<file path="config.mk">
export PLATFORM = sky130hd
export DESIGN_NAME = program_loader
export DESIGN_NICKNAME = d
export VERILOG_FILES = /design/src/rtl/program_loader_pkg.sv /design/src/rtl/program_loader.sv
export SDC_FILE = /design/constraint.sdc
export NUM_CORES = 1
export LEC_CHECK = 0
export CAP_MARGIN = 20
export CORE_MARGIN = 3
export CORE_UTILIZATION = 25
export CTS_CLUSTER_DIAMETER = 40
export CTS_CLUSTER_SIZE = 25
export DETAILED_ROUTE_END_ITERATION = 8
export SETUP_SLACK_MARGIN = 0.02
export SYNTH_ARGS = -nofsm -noshare
export SYNTH_HDL_FRONTEND = slang
export SYNTH_SLANG_ARGS = --single-unit
export TNS_END_PERCENT = 100
</file>
<file path="constraint.sdc">
create_clock -name clk_i -period 2.4 [get_ports clk_i]
set_clock_uncertainty 0.2 [all_clocks]
set_input_delay 0.6 -clock clk_i [delete_from_list [all_inputs] [get_ports clk_i]]
set_output_delay 0.6 -clock clk_i [all_outputs]
set_load 0.02 [all_outputs]
</file>
<file path="src/rtl/program_loader_pkg.sv">
// Shared CPU package: control-unit state constants and the program loader FSM encoding.
package program_loader_pkg;

    typedef enum logic [1:0] {
        CU_FETCH,
        CU_DECODE,
        CU_EXECUTE,
        CU_PROGRAM
    } cu_state_t;

    typedef enum logic [2:0] {
        LD_IDLE,
        LD_REQ,
        LD_LOAD,
        LD_FILL,
        LD_RELEASE
    } loader_state_t;

endpackage

</file>
<file path="src/rtl/program_loader.sv">
// Streams host words into program memory while the control unit holds its program state,
// optionally zero-filling the unwritten tail, then hands the control unit back.
module program_loader
    import program_loader_pkg::*;
#(
    parameter int REGISTER_WIDTH       = 4,
    parameter int MEMORY_ADDRESS_WIDTH = 4,
    parameter bit FILL_ZERO            = 1'b1
) (
    input  logic                            clk_i,
    input  logic                            reset_ni,
    input  logic                            start_i,
    input  logic                            host_valid_i,
    input  logic [REGISTER_WIDTH-1:0]       host_data_i,
    input  logic                            host_last_i,
    output logic                            host_ready_o,
    output logic                            p_program_o,
    input  logic                            p_active_i,
    output logic                            p_write_en_mem_o,
    output logic [MEMORY_ADDRESS_WIDTH-1:0] p_address_o,
    output logic [REGISTER_WIDTH-1:0]       p_data_o,
    output logic                            busy_o,
    output logic                            done_o,
    output logic                            overflow_o,
    output logic [MEMORY_ADDRESS_WIDTH:0]   word_count_o
);

    localparam logic [MEMORY_ADDRESS_WIDTH-1:0] LAST_ADDR = '1;
    localparam logic [MEMORY_ADDRESS_WIDTH-1:0] ADDR_ONE  = 1;
    localparam logic [MEMORY_ADDRESS_WIDTH:0]   COUNT_ONE = 1;

    loader_state_t                   r_state;
    loader_state_t                   w_next_state;
    logic [MEMORY_ADDRESS_WIDTH-1:0] r_addr;
    logic [MEMORY_ADDRESS_WIDTH:0]   r_count;
    logic                            r_overflow;
    logic                            r_fill_pending;
    logic                            r_we;
    logic [MEMORY_ADDRESS_WIDTH-1:0] r_paddr;
    logic [REGISTER_WIDTH-1:0]       r_pdata;
    logic                            r_done;

    logic w_start;
    logic w_accept;
    logic w_fill_wr;
    logic w_set_overflow;
    logic w_set_fill;
    logic w_at_last;

    assign w_at_last    = (r_addr == LAST_ADDR);
    assign host_ready_o = (r_state == LD_LOAD) && p_active_i;
    assign p_program_o  = (r_state == LD_REQ) || (r_state == LD_LOAD) || (r_state == LD_FILL);
    assign busy_o       = (r_state != LD_IDLE);

    always_comb begin
        // NOTE: every signal gets its default before the case, so no path can infer a latch.
        w_next_state   = r_state;
        w_start        = 1'b0;
        w_accept       = 1'b0;
        w_fill_wr      = 1'b0;
        w_set_overflow = 1'b0;
        w_set_fill     = 1'b0;
        case (r_state)
            LD_IDLE: begin
                if (start_i) begin
                    w_start      = 1'b1;
                    w_next_state = LD_REQ;
                end
            end
            LD_REQ: begin
                // A load interrupted during the zero fill resumes filling, not accepting.
                if (p_active_i) w_next_state = r_fill_pending ? LD_FILL : LD_LOAD;
            end
            LD_LOAD: begin
                if (!p_active_i) begin
                    w_next_state = LD_REQ;
                end else if (host_valid_i) begin
                    w_accept = 1'b1;
                    if (w_at_last) begin
                        w_next_state   = LD_RELEASE;
                        w_set_overflow = !host_last_i;
                    end else if (host_last_i) begin
                        w_next_state = FILL_ZERO ? LD_FILL : LD_RELEASE;
                        w_set_fill   = FILL_ZERO;
                    end
                end
            end
            LD_FILL: begin
                if (!p_active_i) begin
                    w_next_state = LD_REQ;
                end else begin
                    w_fill_wr = 1'b1;
                    if (w_at_last) w_next_state = LD_RELEASE;
                end
            end
            LD_RELEASE: begin
                if (!r_we && !p_active_i) w_next_state = LD_IDLE;
            end
            default: w_next_state = LD_IDLE;
        endcase
    end

    always_ff @(posedge clk_i) begin
        if (!reset_ni) begin
            r_state        <= LD_IDLE;
            r_addr         <= '0;
            r_count        <= '0;
            r_overflow     <= 1'b0;
            r_fill_pending <= 1'b0;
            r_we           <= 1'b0;
            r_paddr        <= '0;
            r_pdata        <= '0;
            r_done         <= 1'b0;
        end else begin
            // NOTE: non-blocking assignments so every register samples pre-edge values.
            r_state <= w_next_state;
            r_we    <= w_accept || w_fill_wr;
            r_done  <= (r_state == LD_RELEASE) && (w_next_state == LD_IDLE);
            if (w_start) begin
                r_addr         <= '0;
                r_count        <= '0;
                r_overflow     <= 1'b0;
                r_fill_pending <= 1'b0;
            end
            if (w_accept || w_fill_wr) begin
                r_paddr <= r_addr;
                r_pdata <= w_accept ? host_data_i : '0;
                if (!w_at_last) r_addr <= r_addr + ADDR_ONE;
            end
            if (w_accept) r_count <= r_count + COUNT_ONE;
            if (w_set_overflow) r_overflow <= 1'b1;
            if (w_set_fill) r_fill_pending <= 1'b1;
        end
    end

    assign p_write_en_mem_o = r_we;
    assign p_address_o      = r_paddr;
    assign p_data_o         = r_pdata;
    assign done_o           = r_done;
    assign overflow_o       = r_overflow;
    assign word_count_o     = r_count;

endmodule
</file>
==> impl_metrics.json, run 1 <==
{
  "grt_pass1_vias": 1133,
  "p_int_mw": 0.6750,
  "max_stage_delay_ns": 0.61,
  "grt_first_pass_wirelength_mm": 5.375,
  "status": "finished clean",
  "fmaxAchievable_mhz": 436.1,
  "diodes": 0,
  "sw_frac_of_total_pct": 22.73,
  "avgSynthCellArea_um2": 8.767,
  "yosys.cell_types.count": 37,
  "clkLatencyLatePin_ns": 0.27,
  "io_pins": 29,
  "relSlewSlack_pct": 77.58,
  "gp_congestion": 0.8295,
  "crit_chain": "nor2_1 -> nor2_1 -> clkdlybuf4s50_1",
  "rsz0062_at_grt": "no",
  "cts_tree": "done",
  "rrSetupSlack_ns": 0.54,
  "die_h_um": 75.82,
  "die_w_um": 75.82,
  "cap_violations": 0,
  "hp-class": "register to register",
  "antenna_found_initial": 0,
  "viasPerCell": 4.900,
  "core.rowCount": 24,
  "power_density_mw_per_mm2": 525.0,
  "multi_input_area_um2": 619.3,
  "p_comb_share_pct": 12.6,
  "syn_inst": 139,
  "grtUsageTotal_pct": 12.04,
  "power_frac_clock_pct": 40.8,
  "crit_family": "buffers and inverters",
  "nets": 187,
  "fill_cells": 460,
  "root_buffer": "clkbuf_8",
  "tns_ns": 0,
  "syn2layout_area_growth_pct": 36.55,
  "cts_inserted_buffers": 3,
  "cts_num_sinks": 24,
  "final_hold_viol_count": 0,
  "overflow": 0,
  "cpMostUsedCell": "nor2_1",
  "cts_buffer_depth": 2,
  "detail_route.wl_per_cell_um": 12.92,
  "htree_levels": 1,
  "critPathLaunchType": "register",
  "first_pass_iters": 4,
  "start_util_pct": 26.88,
  "cp_max_fo": 9,
  "core_area_mm2": 0.004534,
  "post_dp_cell_area_mm2": 0.001593,
  "drive_above_1_share_pct": 14.37,
  "synth_nets": 151,
  "seq_area_um2": 481.7,
  "worstPathRequired_ns": 1.60,
  "worst_pin_slew_ns": 0.3328,
  "critical_path_class": "register to output port",
  "via_count": 1171,
  "syn-cell-area_mm2": 0.001219,
  "synth.area.top_cells": "dfxtp_1 (39%), a21oi_1 (6.2%), nand3_1 (5.3%)",
  "fin_crit_ns": 2.293,
  "wirelength_mm": 3.089,
  "drc": 0,
  "ys_ff_latch": 24,
  "switching_power_mw": 0.1986,
  "die_area_mm2": 0.005749,
  "finalCritPeriodShare_pct": 95.54,
  "finalSetupViolCount": 0,
  "ir_drop_uv": 214.1,
  "cp.arrival_ns": 1.49,
  "path_clk_slew_ns": 0.09,
  "final_cell_area_mm2": 0.001664,
  "seq_area_frac_synth_pct": 39.43,
  "slew_viol_final": 0,
  "endpoint_kind": "output port",
  "cpMaxStageDelayCell": "clkdlybuf4s50_1",
  "p_seq_share_pct": 46.6,
  "crit_buf_inv": 1,
  "place_hpwl_mm": 2.243,
  "synth_top_area_share_pct": 39.43,
  "antenna_left": 0,
  "p_leak_nw": 0.5857,
  "drt-initial-drc-count": 25,
  "grt_max_degree": 15,
  "ys.warnings.count": 0,
  "synth_top_area_cell": "dfxtp_1",
  "io_buffers": 28
}
## cell type report
| class | instances | area share [%] |
|---|---|---|
| multi-input cells | 98 | 37.22 |
| well taps | 65 | 4.887 |
| repair buffers | 43 | 23.53 |
| clock buffers | 3 | 2.481 |
| inverters | 5 | 1.128 |
| flip-flops and latches | 24 | 28.95 |
| clock inverters | 1 | 1.805 |
## state kept, by name, indices dropped and copies added, names as in the netlist
| name | count |
|---|---|
| done_o | 1 |
| overflow_o | 1 |
| p_address_o | 4 |
| p_data_o | 4 |
| p_write_en_mem_o | 1 |
| r_addr | 4 |
| r_fill_pending | 1 |
| r_state | 3 |
| word_count_o | 5 |
## per-layer routing
metal  GRT usage [%]  vias up  routed length, um
met5               0        -                  0
met4           2.913        0                 22
met3           2.375        4                102
met2           18.54       21               1439
met1           17.21      552               1525
li1                -      594                  -
## path summary, 6_finish.rpt
check	start	depth (start not counted)	endpoint
min reg2reg	r_fill_pending	2	r_fill_pending
min	r_fill_pending	2	r_fill_pending
max reg2reg	r_addr[0]	4	r_addr[0]
max	r_state[1]	3	p_program_o
## synthesized netlist by cell type
cell / number
a21o_2: 1
a21oi_1: 15
a311oi_1: 1
a31oi_1: 4
and3_1: 2
and3b_1: 1
and4_1: 1
and4b_1: 1
buf_6: 2
clkbuf_1: 6
clkbuf_8: 4
clkinv_1: 1
dfxtp_1: 24
ha_1: 2
inv_1: 4
mux2i_1: 1
nand2_1: 8
nand3_1: 13
nand3b_1: 2
nand4_1: 2
nand4b_1: 2
nand4bb_4: 1
nor2_1: 6
nor2b_1: 3
nor3_1: 2
o2111ai_1: 3
o211a_1: 1
o211ai_1: 4
o21ai_0: 11
o22ai_1: 1
o2bb2ai_1: 1
o311ai_0: 1
o41ai_1: 1
or2_2: 1
or3_2: 1
or4_1: 4
or4b_1: 1
## metrics by stage
| stage | power [mW] | worst slack (ns) | utilization, % | std cells | hold WS (ns) |
|---|---|---|---|---|---|
| 5_1_grt | 0.9108 | 0.03895 | 36.70 | 239 | 0.2983 |
| 3_5_place_dp | 0.5289 | -0.3945 | 35.13 | 235 | 0.2469 |
| 6_report | 0.8736 | 0.1069 | 36.70 | 239 | 0.2616 |
| 3_3_place_gp | 0.5288 | -0.3983 | 35.13 | 235 | 0.2390 |
| 4_1_cts | 0.8816 | 0.08962 | 36.70 | 239 | 0.2600 |
| 2_1_floorplan | 0.4806 | 0.6091 | - | 139 | 0.2319 |
## worst min-delay path: cells and delay by family (launching register included)
family             cells  cell delay, ns
DFF                    1            0.32
and+or+nand+nor        1            0.05
AOI/OAI and AO/OA      1            0.05
## power by group through the flow
stage               clock network [mW]  registers (mW)  logic, mW
floorplan                            0           0.415     0.0656
global placement                     0           0.416      0.112
detailed placement                   0           0.416      0.113
CTS                              0.364           0.407      0.111
global route                     0.381           0.408      0.122
finish                           0.356           0.407      0.110
## cells by family after synthesis
| group | Yosys count | share of synthesized area (%) |
|---|---|---|
| muxes | 1 | 0.8214 |
| and+or+nand+nor | 51 | 25.67 |
| DFF | 24 | 39.42 |
| buffers and inverters | 17 | 9.752 |
| AOI/OAI and AO/OA | 44 | 22.28 |
| adders and majority gates | 2 | 2.053 |
## cells in the final DEF (no fill, tap or decap), drive strengths merged, types with 2 or more instances in the layout
cell,instances
a21oi,15
a31oi,4
and3,2
buf,15
clkbuf,3
clkdlybuf4s50,25
dfxtp,24
dlygate4sd2,2
ha,2
inv,4
nand2,8
nand3,13
nand3b,2
nand4,2
nand4b,2
nor2,6
nor2b,3
nor3,2
o2111ai,3
o211ai,4
o21ai,11
or4,4
## repair_timing
item                       CTS  global route
hold endpoints to repair     0             0
buffers inserted             0             0
setup endpoints to repair    3             0
hold buffers                 0             0
resized for setup            6             0
Power figures use the tool's default switching activity.
==> run 2, diff against run 1 <==
Settings changed: SLEW_MARGIN set to 20.
==> results of run 2 <==
Final layout, timing and power as in run 1 (identical DEF).
==> run 3, diff against run 2 <==
Settings changed: DONT_BUFFER_PORTS set to 1.
==> impl_metrics.json, run 3 (synthesis gave the netlist of run 1 again) <==
{
  "status": "finished clean",
  "finalPower_mw": 0.7071,
  "cts_tree": "done",
  "cts_buffer_depth": 2,
  "fmaxAchievable_mhz": 480.1,
  "pre_cts_ws_ns": 0.4836,
  "final_common_cell": "dfxtp_1",
  "antenna_left": 0,
  "cts_inserted_buffers": 3,
  "grtUsageTotal_pct": 11.44,
  "critPathLaunchType": "register",
  "worst_pin_slew_ns": 0.3890,
  "cp.arrival_ns": 1.28,
  "fin_crit_ns": 2.083,
  "cp_max_fo": 11,
  "dp.cells": 196,
  "cts_setup_buffers": 0,
  "ir_drop_uv": 288.2,
  "layout_common_cells": "dfxtp_1 (24), a21oi_1 (15), nand3_1 (13)",
  "crit_chain": "nor2_1 -> nor2_1",
  "largest_reg_flops": 5,
  "critical_path_class": "register to output port",
  "htree_levels": 1,
  "first_pass_iters": 4,
  "finalCritPeriodShare_pct": 86.78,
  "core_area_mm2": 0.004534,
  "finalSetupViolCount": 0,
  "path_clk_slew_ns": 0.08,
  "die_w_um": 75.82,
  "overflow": 0,
  "clkLatencyLatePin_ns": 0.27,
  "wirelength_mm": 3.040,
  "post_dp_cell_area_mm2": 0.001230,
  "viasPerCell": 5.191,
  "postCtsResizedCells": 0,
  "drive_above_1_share_pct": 8.209,
  "diodes": 0,
  "tns_ns": 0,
  "die_area_mm2": 0.005749,
  "grt_pass1_vias": 1006,
  "io_pins": 29,
  "fin_cells": 199,
  "power_density_mw_per_mm2": 556.2,
  "cpMostUsedCell": "nor2_1",
  "syn2layout_area_growth_pct": 4.312,
  "endpoint_kind": "output port",
  "final_cell_area_mm2": 0.001271,
  "die_h_um": 75.82,
  "max_stage_delay_ns": 0.53,
  "final_hold_viol_count": 0,
  "io_buffers": 0,
  "gp_congestion": 0.8303,
  "rsz0062_at_grt": "no",
  "cts_hold_buf": 0,
  "place_hpwl_mm": 2.144,
  "cap_violations": 0,
  "drt-initial-drc-count": 61,
  "grt_first_pass_wirelength_mm": 5.057,
  "grt_max_degree": 16,
  "slew_viol_final": 0,
  "p_leak_nw": 0.4151,
  "detail_route.wl_per_cell_um": 15.28,
  "hp-class": "register to register",
  "start_util_pct": 26.88,
  "nets": 148,
  "via_count": 1033,
  "root_buffer": "clkbuf_8",
  "final_util_pct": 28.04,
  "core.rowCount": 24,
  "relSlewSlack_pct": 73.97,
  "cpMaxStageDelayCell": "dfxtp_1",
  "worstPathRequired_ns": 1.60,
  "layout_setup_ws_ns": 0.3172,
  "drc": 0,
  "rrSetupSlack_ns": 0.54,
  "antenna_found_initial": 0,
  "whs_ns": 0.2637,
  "cts_num_sinks": 24
}
run 3: cell count changes in the layout (fill, tap and decap cells not counted):
cell	before	now
buf_4	15	4
bufinv_16	1	0
clkdlybuf4s15_2	1	0
clkdlybuf4s50_1	25	0
dfxtp_1	23	24
dfxtp_2	1	0
dlygate4sd2_1	2	0
run 3: worst paths after layout:
| path | startpoint | endpoint | cells after the start |
|---|---|---|---|
| max reg2reg | r_addr[0] | r_addr[0] | 4 |
| min | r_fill_pending | r_fill_pending | 2 |
| max | r_state[0] | p_program_o | 2 |
| min reg2reg | r_fill_pending | r_fill_pending | 2 |
run 3: routing by layer:
metal  wire [um]  GRT usage, %  vias to the layer above
li1            -             -                      508
met1        1438         14.73                      501
met2        1393         18.54                       19
met3         182         3.958                        5
met4          25         2.330                        0
met5           0             0                        -
run 3: report_power, final:
group,total [mW],switching [mW],internal [mW]
logic,0.0585,0.0398,0.0187
clock network,0.237,0.125,0.112
registers,0.411,0.00950,0.402
total,0.707,0.174,0.533
run 3: final cells by class:
class,count,area (um2)
clock buffers,3,41.29
fillers,508,3263
inverters,5,18.77
multi-input cells,98,619.3
flip-flops and latches,24,480.5
well taps,65,81.33
repair buffers,4,30.03
run 3: critical path, delay by kind of cell, from the launching register on:
family	cells	cell delay (ns)
flip-flops	1	0.53
AND/OR/NAND/NOR	2	0.49
